## src/rtl/qr_pkg.sv

```systemverilog
// Shared QR-engine definitions: Q8.8 format constants and the norm_scale FSM state type.
package qr_pkg;

    localparam int unsigned QW      = 16;
    localparam int unsigned QF      = 8;
    localparam logic [QW-1:0] Q_MAX = 16'h7FFF;
    localparam logic [QW-1:0] Q_MIN = 16'h8000;
    // Half an LSB of the fractional part, added before the >>> QF for round-half-up.
    localparam int unsigned Q_ROUND = 32'd1 << (QF - 1);

    typedef enum logic [1:0] {
        ST_FILL      = 2'd0,
        ST_WAIT_NORM = 2'd1,
        ST_SCALE     = 2'd2
    } norm_scale_state_t;

endpackage

```

## src/rtl/scale_mul.sv

```systemverilog
// Combinational Q8.8 scaler: signed element times unsigned reciprocal magnitude,
// round-half-up back to Q8.8, saturate to the signed W-bit range.
//   a_i        in  W  two's-complement Q8.8 element
//   inv_norm_i in  W  sign-magnitude Q8.8 reciprocal (sign bit ignored)
//   q_c        out W  scaled, rounded, saturated result
//   sat_c      out 1  result was clamped
module scale_mul
    import qr_pkg::*;
#(
    parameter int unsigned W = QW
) (
    input  logic [W-1:0] a_i,
    input  logic [W-1:0] inv_norm_i,
    output logic [W-1:0] q_c,
    output logic         sat_c
);

    localparam int unsigned PW = 2 * W;

    logic signed [PW-1:0] prod_c;
    logic signed [PW-1:0] rnd_c;
    logic                 sat_hi_c;
    logic                 sat_lo_c;
    logic                 unused_c;

    // The reciprocal is non-negative by construction; its sign bit carries no information.
    assign unused_c = inv_norm_i[W-1];

    always_comb begin
        prod_c   = PW'($signed(a_i)) * PW'($signed({1'b0, inv_norm_i[W-2:0]}));
        rnd_c    = (prod_c + $signed(PW'(Q_ROUND))) >>> QF;
        // Result fits in W bits only if the bits above the W-bit sign all match it.
        sat_hi_c = ~rnd_c[PW-1] & (|rnd_c[PW-2:W-1]);
        sat_lo_c = rnd_c[PW-1] & ~(&rnd_c[PW-2:W-1]);
        sat_c    = sat_hi_c | sat_lo_c;
        if (sat_hi_c) begin
            q_c = W'(Q_MAX);
        end else if (sat_lo_c) begin
            q_c = W'(Q_MIN);
        end else begin
            q_c = rnd_c[W-1:0];
        end
    end

endmodule

```

## src/rtl/norm_scale.sv

```systemverilog
// Buffers one column vector while its norm is computed, then streams
// q_k = a_k * inv_norm out through a registered valid/yumi output stage.
//   clk_i, reset_i          clock, synchronous active-high reset
//   a_i, v_i, ready_o       column element input handshake
//   inv_norm_i, inv_norm_v_i, overflow_i   reciprocal norm pulse from qdiv
//   q_o, v_o, yumi_i        scaled element output handshake
//   last_o                  q_o is the final element of the vector
//   sat_o                   sticky per vector: saturation or qdiv overflow
module norm_scale
    import qr_pkg::*;
#(
    parameter int unsigned VEC_LEN = 4,
    parameter int unsigned W       = QW
) (
    input  logic         clk_i,
    input  logic         reset_i,
    input  logic [W-1:0] a_i,
    input  logic         v_i,
    output logic         ready_o,
    input  logic [W-1:0] inv_norm_i,
    input  logic         inv_norm_v_i,
    input  logic         overflow_i,
    output logic [W-1:0] q_o,
    output logic         v_o,
    input  logic         yumi_i,
    output logic         last_o,
    output logic         sat_o
);

    localparam int unsigned CNT_W = $clog2(VEC_LEN);
    localparam int unsigned IDX_W = $clog2(VEC_LEN + 1);

    norm_scale_state_t state_q;
    norm_scale_state_t state_d;

    logic [W-1:0]     elem_q [VEC_LEN];
    logic [CNT_W-1:0] count_q;
    logic [IDX_W-1:0] idx_q;
    logic             norm_vld_q;
    logic             norm_ovf_q;
    logic [W-1:0]     norm_val_q;

    logic             accept_c;
    logic             load_c;
    logic             done_c;
    logic             enter_scale_c;
    logic [W-1:0]     rd_data_c;
    logic [W-1:0]     mul_q_c;
    logic             mul_sat_c;

    // State register.
    always_ff @(posedge clk_i) begin
        if (reset_i) begin
            state_q <= ST_FILL;
        end else begin
            state_q <= state_d;
        end
    end

    // Next state and datapath strobes.
    always_comb begin
        state_d       = state_q;
        accept_c      = 1'b0;
        load_c        = 1'b0;
        done_c        = 1'b0;
        enter_scale_c = 1'b0;
        case (state_q)
            ST_FILL: begin
                accept_c = v_i & ready_o;
                if (accept_c && (count_q == CNT_W'(VEC_LEN - 1))) begin
                    // A norm that arrived early (or arrives now) skips the wait.
                    state_d = (norm_vld_q || inv_norm_v_i) ? ST_SCALE : ST_WAIT_NORM;
                end
            end
            ST_WAIT_NORM: begin
                if (norm_vld_q || inv_norm_v_i) begin
                    state_d = ST_SCALE;
                end
            end
            ST_SCALE: begin
                // Refill the output register when it is empty or being drained this cycle.
                load_c = (idx_q < IDX_W'(VEC_LEN)) && (!v_o || yumi_i);
                done_c = v_o && yumi_i && last_o;
                if (done_c) begin
                    state_d = ST_FILL;
                end
            end
            default: state_d = ST_FILL;
        endcase
        enter_scale_c = (state_q != ST_SCALE) && (state_d == ST_SCALE);
    end

    // Element buffer; stale contents are harmless because count/idx restart on reset.
    always_ff @(posedge clk_i) begin
        if (accept_c) begin
            elem_q[count_q] <= a_i;
        end
    end

    assign rd_data_c = elem_q[idx_q[CNT_W-1:0]];

    scale_mul #(
        .W (W)
    ) u_scale_mul (
        .a_i        (rd_data_c),
        .inv_norm_i (norm_val_q),
        .q_c        (mul_q_c),
        .sat_c      (mul_sat_c)
    );

    // Counters, norm latch and registered outputs.
    always_ff @(posedge clk_i) begin
        if (reset_i) begin
            count_q    <= '0;
            idx_q      <= '0;
            norm_vld_q <= 1'b0;
            norm_ovf_q <= 1'b0;
            norm_val_q <= '0;
            ready_o    <= 1'b1;
            q_o        <= '0;
            v_o        <= 1'b0;
            last_o     <= 1'b0;
            sat_o      <= 1'b0;
        end else begin
            ready_o <= (state_d == ST_FILL);

            if (accept_c) begin
                count_q <= count_q + CNT_W'(1);
            end

            if ((state_q != ST_SCALE) && inv_norm_v_i) begin
                norm_vld_q <= 1'b1;
                norm_val_q <= inv_norm_i;
                norm_ovf_q <= overflow_i;
            end

            if (done_c) begin
                count_q    <= '0;
                idx_q      <= '0;
                norm_vld_q <= 1'b0;
            end

            // sat_o stays visible after a vector until the next one starts scaling.
            if (enter_scale_c) begin
                sat_o <= 1'b0;
            end

            if (load_c) begin
                q_o    <= norm_ovf_q ? '0 : mul_q_c;
                v_o    <= 1'b1;
                last_o <= (idx_q == IDX_W'(VEC_LEN - 1));
                sat_o  <= sat_o | norm_ovf_q | mul_sat_c;
                idx_q  <= idx_q + IDX_W'(1);
            end else if (v_o && yumi_i) begin
                v_o    <= 1'b0;
                last_o <= 1'b0;
            end
        end
    end

endmodule

```

## config.mk

```make
export PLATFORM = sky130hd
export DESIGN_NAME = norm_scale
export DESIGN_NICKNAME = d
export VERILOG_FILES = /design/src/rtl/qr_pkg.sv /design/src/rtl/scale_mul.sv /design/src/rtl/norm_scale.sv
export SDC_FILE = /design/constraint.sdc
export NUM_CORES = 1
export LEC_CHECK = 0
export ABC_AREA = 1
export CAP_MARGIN = 10
export CORE_UTILIZATION = 64
export DETAILED_ROUTE_END_ITERATION = 16
export GPL_ROUTABILITY_DRIVEN = 0
export PLACE_DENSITY = 0.82
export SYNTH_ARGS = -nofsm -noshare
export SYNTH_HDL_FRONTEND = slang
export SYNTH_SLANG_ARGS = --single-unit
```

## constraint.sdc

```tcl
create_clock -name clk_i -period 9.3 [get_ports clk_i]
set_input_delay 1.395 -clock clk_i [delete_from_list [all_inputs] [get_ports clk_i]]
set_output_delay 1.395 -clock clk_i [all_outputs]
set_load 0.005 [all_outputs]
```

== After elaboration in Yosys (flattened, before gate mapping) ==
Memories as Yosys holds them, arrays and structs flattened. A register that Yosys moved wholly into a read port is not among the register bits.
Cells that the tools add are included.
Operators by class
  $add $sub $neg: 3
  multipliers: 1
  $lt $le $gt $ge: 1
  eq/ne operators: 6
  muxes and demuxes: 22
  bitwise logic cells: 8
  reduce and logical (&&, ||, !) cells: 17
Operators by type and width (count)
  $mux W16: 3
  $add A32 B9 Y32 const B: 1
  $mul A16 B16 Y32: 1
  $mux W2: 6
  $mux W1: 10
  $reduce_and A9 Y1: 1
  $reduce_or A9 Y1: 1
  $eq A2 B2 Y1 const B: 3
  $logic_and A1 B1 Y1: 6
  $mux W3: 2
  $pmux W2 S3: 1
  $reduce_bool A2 Y1: 3
  $logic_not A2 Y1: 2
  $add A3 B1 Y3 const B: 1
  $and A1 B1 Y1: 3
  $eq A3 B2 Y1 const B: 1
  $lt A3 B3 Y1 const B: 1
  $or A1 B1 Y1: 3
  $add A2 B1 Y2 const B: 1
  $eq A2 B1 Y1 const B: 1
  $logic_or A1 B1 Y1: 2
  $ne A2 B2 Y1 const B: 1
  $not A1 Y1: 2
  $reduce_or A2 Y1: 1
  $logic_not A1 Y1: 1
Word-level totals
  register bits after elaboration: 44
  memory bits (writable): 64
  memories: 1
Memories
  elem_q: words 4, bits a word 16, rd ports 1, clocked after memory_dff 1, write ports 1, line norm_scale.sv:36  | logic [W-1:0] elem_q [VEC_LEN];

== Longest topological paths before layout ==
  word-level depth: 8
  mapped depth: 39

== Cells and area by module ==
Synthesis repeated with hierarchy kept, for this count alone.
Second synthesis, totals
  cell total of the unflattened synthesis: 1847
  area, all modules: 14818.0 um^2
Modules (own cells, without submodules)
  scale_mul: times used 1, cells an instance 1453, area an instance 10617.7 um^2, seq. area each 0.0 um^2
  norm_scale: times used 1, cells an instance 394, area an instance 4200.3 um^2, seq. area each 2862.7 um^2

== Worst setup path before layout ==
No wires, ideal clock.
  kind: reg2reg
  start: register with a tool-made name
  end: register q_o[10]
  setup time: 0.132 ns
  arrival time: 6.615 ns
  data required time: 9.168 ns
  path slack: 2.553 ns
  stages on the path, launching flop included: 31
  path buffers: 3
  clock period less this slack: 6.747 ns
  cell sequence: dfxtp_1 > clkbuf_1 > clkbuf_1 > nand2_1 > nand3_1 > nand2_1 > inv_1 > nand2_1 > fa_1 > fa_1 > inv_1 > fa_1 > inv_1 > fa_1 > inv_1 > fa_1 > inv_1 > fa_1 > inv_1 > ha_1 > a21oi_1 > nor3_1 > a2111oi_0 > nand2_1 > xor2_2 > inv_2 > nand2_4 > buf_6 > nand2_1 > nand2_1 > a21oi_1
RTL lines
  end signal: assignment: line norm_scale.sv:149  | q_o <= norm_ovf_q ? '0 : mul_q_c;
  end: declaration: line norm_scale.sv:23  | output logic [W-1:0] q_o,

==> summary.txt <==
Timing
  – Final worst path period share: 0.854
  – Endpoints failing setup: 0
  – Fin. Hold Viols: 0
  – Slew Viols, Final: 0
  – Final setup margin: 1360 ps
  – Relative slew slack: 0.323
  – Minimum clock period: 7940 ps
  – Achievable Freq: 126 MHz
  – RSZ-0062 raised after global routing: false
  – Setup TNS: 0 ps
  – Fin Hold WS: 465 ps
  – Clock Skews: 15.1 ps
  – Worst Tran Pin Value: 1010 ps

Drt
  – M1 WL: 12600 um
  – WL/cell: 17.1 um
  – DRT iter0 DRCs: 862
  – Wire length on met3: 2910 um
  – Via-to-Cell Ratio: 5.62
  – Final WL: 34000 um
  – Total iterations of the first detailed-routing run: 6
  – Residual DRC: 0
  – Top Metal Used: met4
  – Routed Antenna Nets: 0
  – Detail Route met2 WL: 16900 um
  – Via count: 11200

Setup path
  – CP required: 9520 ps
  – Critical path fanouts, max: 33
  – Reg2reg end: q_o[0]$_SDFFE_PP0P_
  – Slowest cell delay on critical path: 570 ps
  – Crit Path Category: flip-flop to flip-flop
  – Most frequent CP cell: nand2_1
  – R2r setup slk: 1360 ps
  – Arrival time worst endpoint: 8160 ps
  – Startpoint types: flip-flop
  – Critical-path top delay cell: fa_1
  – Critical Path End Type: flip-flop
  – R2R depth: 31

Die
  – Cell Rows: 54
  – IO Pins: 58
  – Die W: 151 um
  – Die H: 151 um
  – Die Footprint: 22700 sq um
  – Initial Util: 0.650
  – Core outline area: 21800 sq um

Synth
  – Synth warn: 0
  – Largest cells by area after synthesis: fa_1 35%, edfxtp_1 14%, inv_1 10%, nand2_1 9.4%, ha_1 8.8%
  – Syn Inst Count: 1677
  – Top-area cell type share of the netlist area: 0.347
  – Post-Synthesis Cell Area: 14100 sq um
  – Sequential area share after synthesis: 0.201
  – EDFF count, synth: 64
  – Cell variety after synth: 44
  – Post-synth top flop: edfxtp_1
  – Asr flop ratio synth: 0
  – Synthesized flop and latch total: 110
  – Synth Net Count: 2060
  – Leading area contributor after synthesis: fa_1
  – Syn avg cell area: 8.44 sq um

Placed design
  – Pre-CTS setup slack: 1530 ps
  – IO Port Bufs: 56
  – HPWL Detailed: 27000 um
  – Placed Cells: 1973

Global route
  – Largest net degree at the start of global routing: 34
  – GRT overflow: 0
  – Vias in the first global route: 11700
  – Antenna violations before repair: 0
  – First-pass GRT wire length: 55800 um
  – Total track usage: 0.328

Finish
  – Share of layout cells above drive strength 1: 0.0293
  – Fill cells: 1708
  – Antenna cells: 0
  – Multi-input logic area: 9670 sq um
  – Nets: 2087
  – Area grow syn2layout: 7.66%
  – Sequential cell area: 2840 sq um
  – Final std cells w/o fill: 1989

Hold path
  – Hold Path Sink: q_o[4]$_SDFFE_PP0P_
  – Hold Path Stages: 2
  – Worst hold path class: flip-flop to flip-flop
  – HP Start: q_o[4]$_SDFFE_PP0P_

Clock tree
  – Post-CTS setup repair buffer count: 0
  – Clock root buffer: clkbuf_16
  – Clock transition at path regs: 90 ps
  – Clock latency on the worst-skew pair: 380 ps
  – Cts hold-fix bufs: 0
  – Num CTS Buffers: 9
  – Max clock buf depth: 2
  – H-Tree Depth: 3
  – CTS sink count: 110
  – TritonCTS clock tree: done
  – Post-CTS Resized: 0

Flow run
  – MaxCap Viol Count: 0

Run status
  – Outcome: complete, no violations
## final cells by class
type | instances | area share
multi-input combinational | 1131 | 0.635
clock inverter | 7 | 0.00600
sequential | 110 | 0.187
timing repair buffer | 58 | 0.0378
inverter | 394 | 0.0971
tap | 280 | 0.0230
clock buffer | 9 | 0.0148
## synth_stat cells (all sizes together), types with 5 or more instances
cell type,number
nand3,55
fa,245
nor3,12
xnor2,10
nor2,190
inv,388
ha,100
a31oi,12
clkbuf,36
edfxtp,64
o21ai,37
clkinv,6
a21o,5
a21oi,62
buf,6
xor2,16
dfxtp,46
nand2,366
## how the worst max path moves through the flow
stage	startpoint	end	slack (ps)
2_1_floorplan	flip-flop	q_o[10]$_SDFFE_PP0P_	2550
3_3_place_gp	flip-flop	q_o[0]$_SDFFE_PP0P_	1690
3_5_place_dp	flip-flop	q_o[0]$_SDFFE_PP0P_	1530
4_1_cts	flip-flop	q_o[0]$_SDFFE_PP0P_	1480
5_1_grt	flip-flop	q_o[2]$_SDFFE_PP0P_	900
6_report	flip-flop	q_o[0]$_SDFFE_PP0P_	1360
## stage by stage
step	area [sq um]	util
6_report	15200	0.700
5_1_grt	15200	0.700
4_1_cts	15200	0.700
3_5_place_dp	14900	0.686
3_3_place_gp	14900	0.686
2_1_floorplan	14100	-
## placed cells by master (no fill, tap or decap), types with 3 or more instances in the layout
cell / count
a21o_1: 5
a21oi_1: 62
a31oi_1: 12
clkbuf_16: 9
clkdlybuf4s50_1: 56
clkinv_1: 6
clkinv_8: 3
dfxtp_1: 46
edfxtp_1: 64
fa_1: 245
ha_1: 100
inv_1: 381
inv_2: 7
nand2_1: 356
nand2_2: 8
nand3_1: 53
nand4_1: 3
nor2_1: 184
nor2_2: 5
nor3_1: 11
nor4_1: 3
o21ai_0: 34
xnor2_1: 10
xor2_1: 15
## registers in the layout, indices dropped and copies added (netlist names), 2 cells and up, named ones only
name / flops
elem_q: 64
q_o: 16
norm_val_q: 15
idx_q: 3
count_q: 2
state_q: 2
## worst max-delay path, delay by kind of cell (launching register included)
| family | cells | cell delay, ps |
|---|---|---|
| and+or+nand+nor | 12 | 1760 |
| DFF | 1 | 320 |
| AOI/OAI and AO/OA | 3 | 510 |
| buffers and inverters | 8 | 1470 |
| xor gates and xnor gates | 1 | 260 |
| adders and majority gates | 7 | 3400 |
## per-layer routing
layer / vias up / GRT usage
li1: 5068 / -
met5: - / 0
met2: 526 / 0.566
met1: 5447 / 0.395
met3: 128 / 0.0539
met4: 0 / 0.169
## kinds of logic after synthesis
logic type | share of synthesized area
simple gates | 0.179
buf+inv | 0.117
fa+ha+maj | 0.435
compound gates | 0.0505
flops | 0.201
xor+xnor | 0.0166
mux | 0.000796
Power is not shown: default switching activity piles up to over one toggle a cycle in this logic, so the estimate is an artifact.
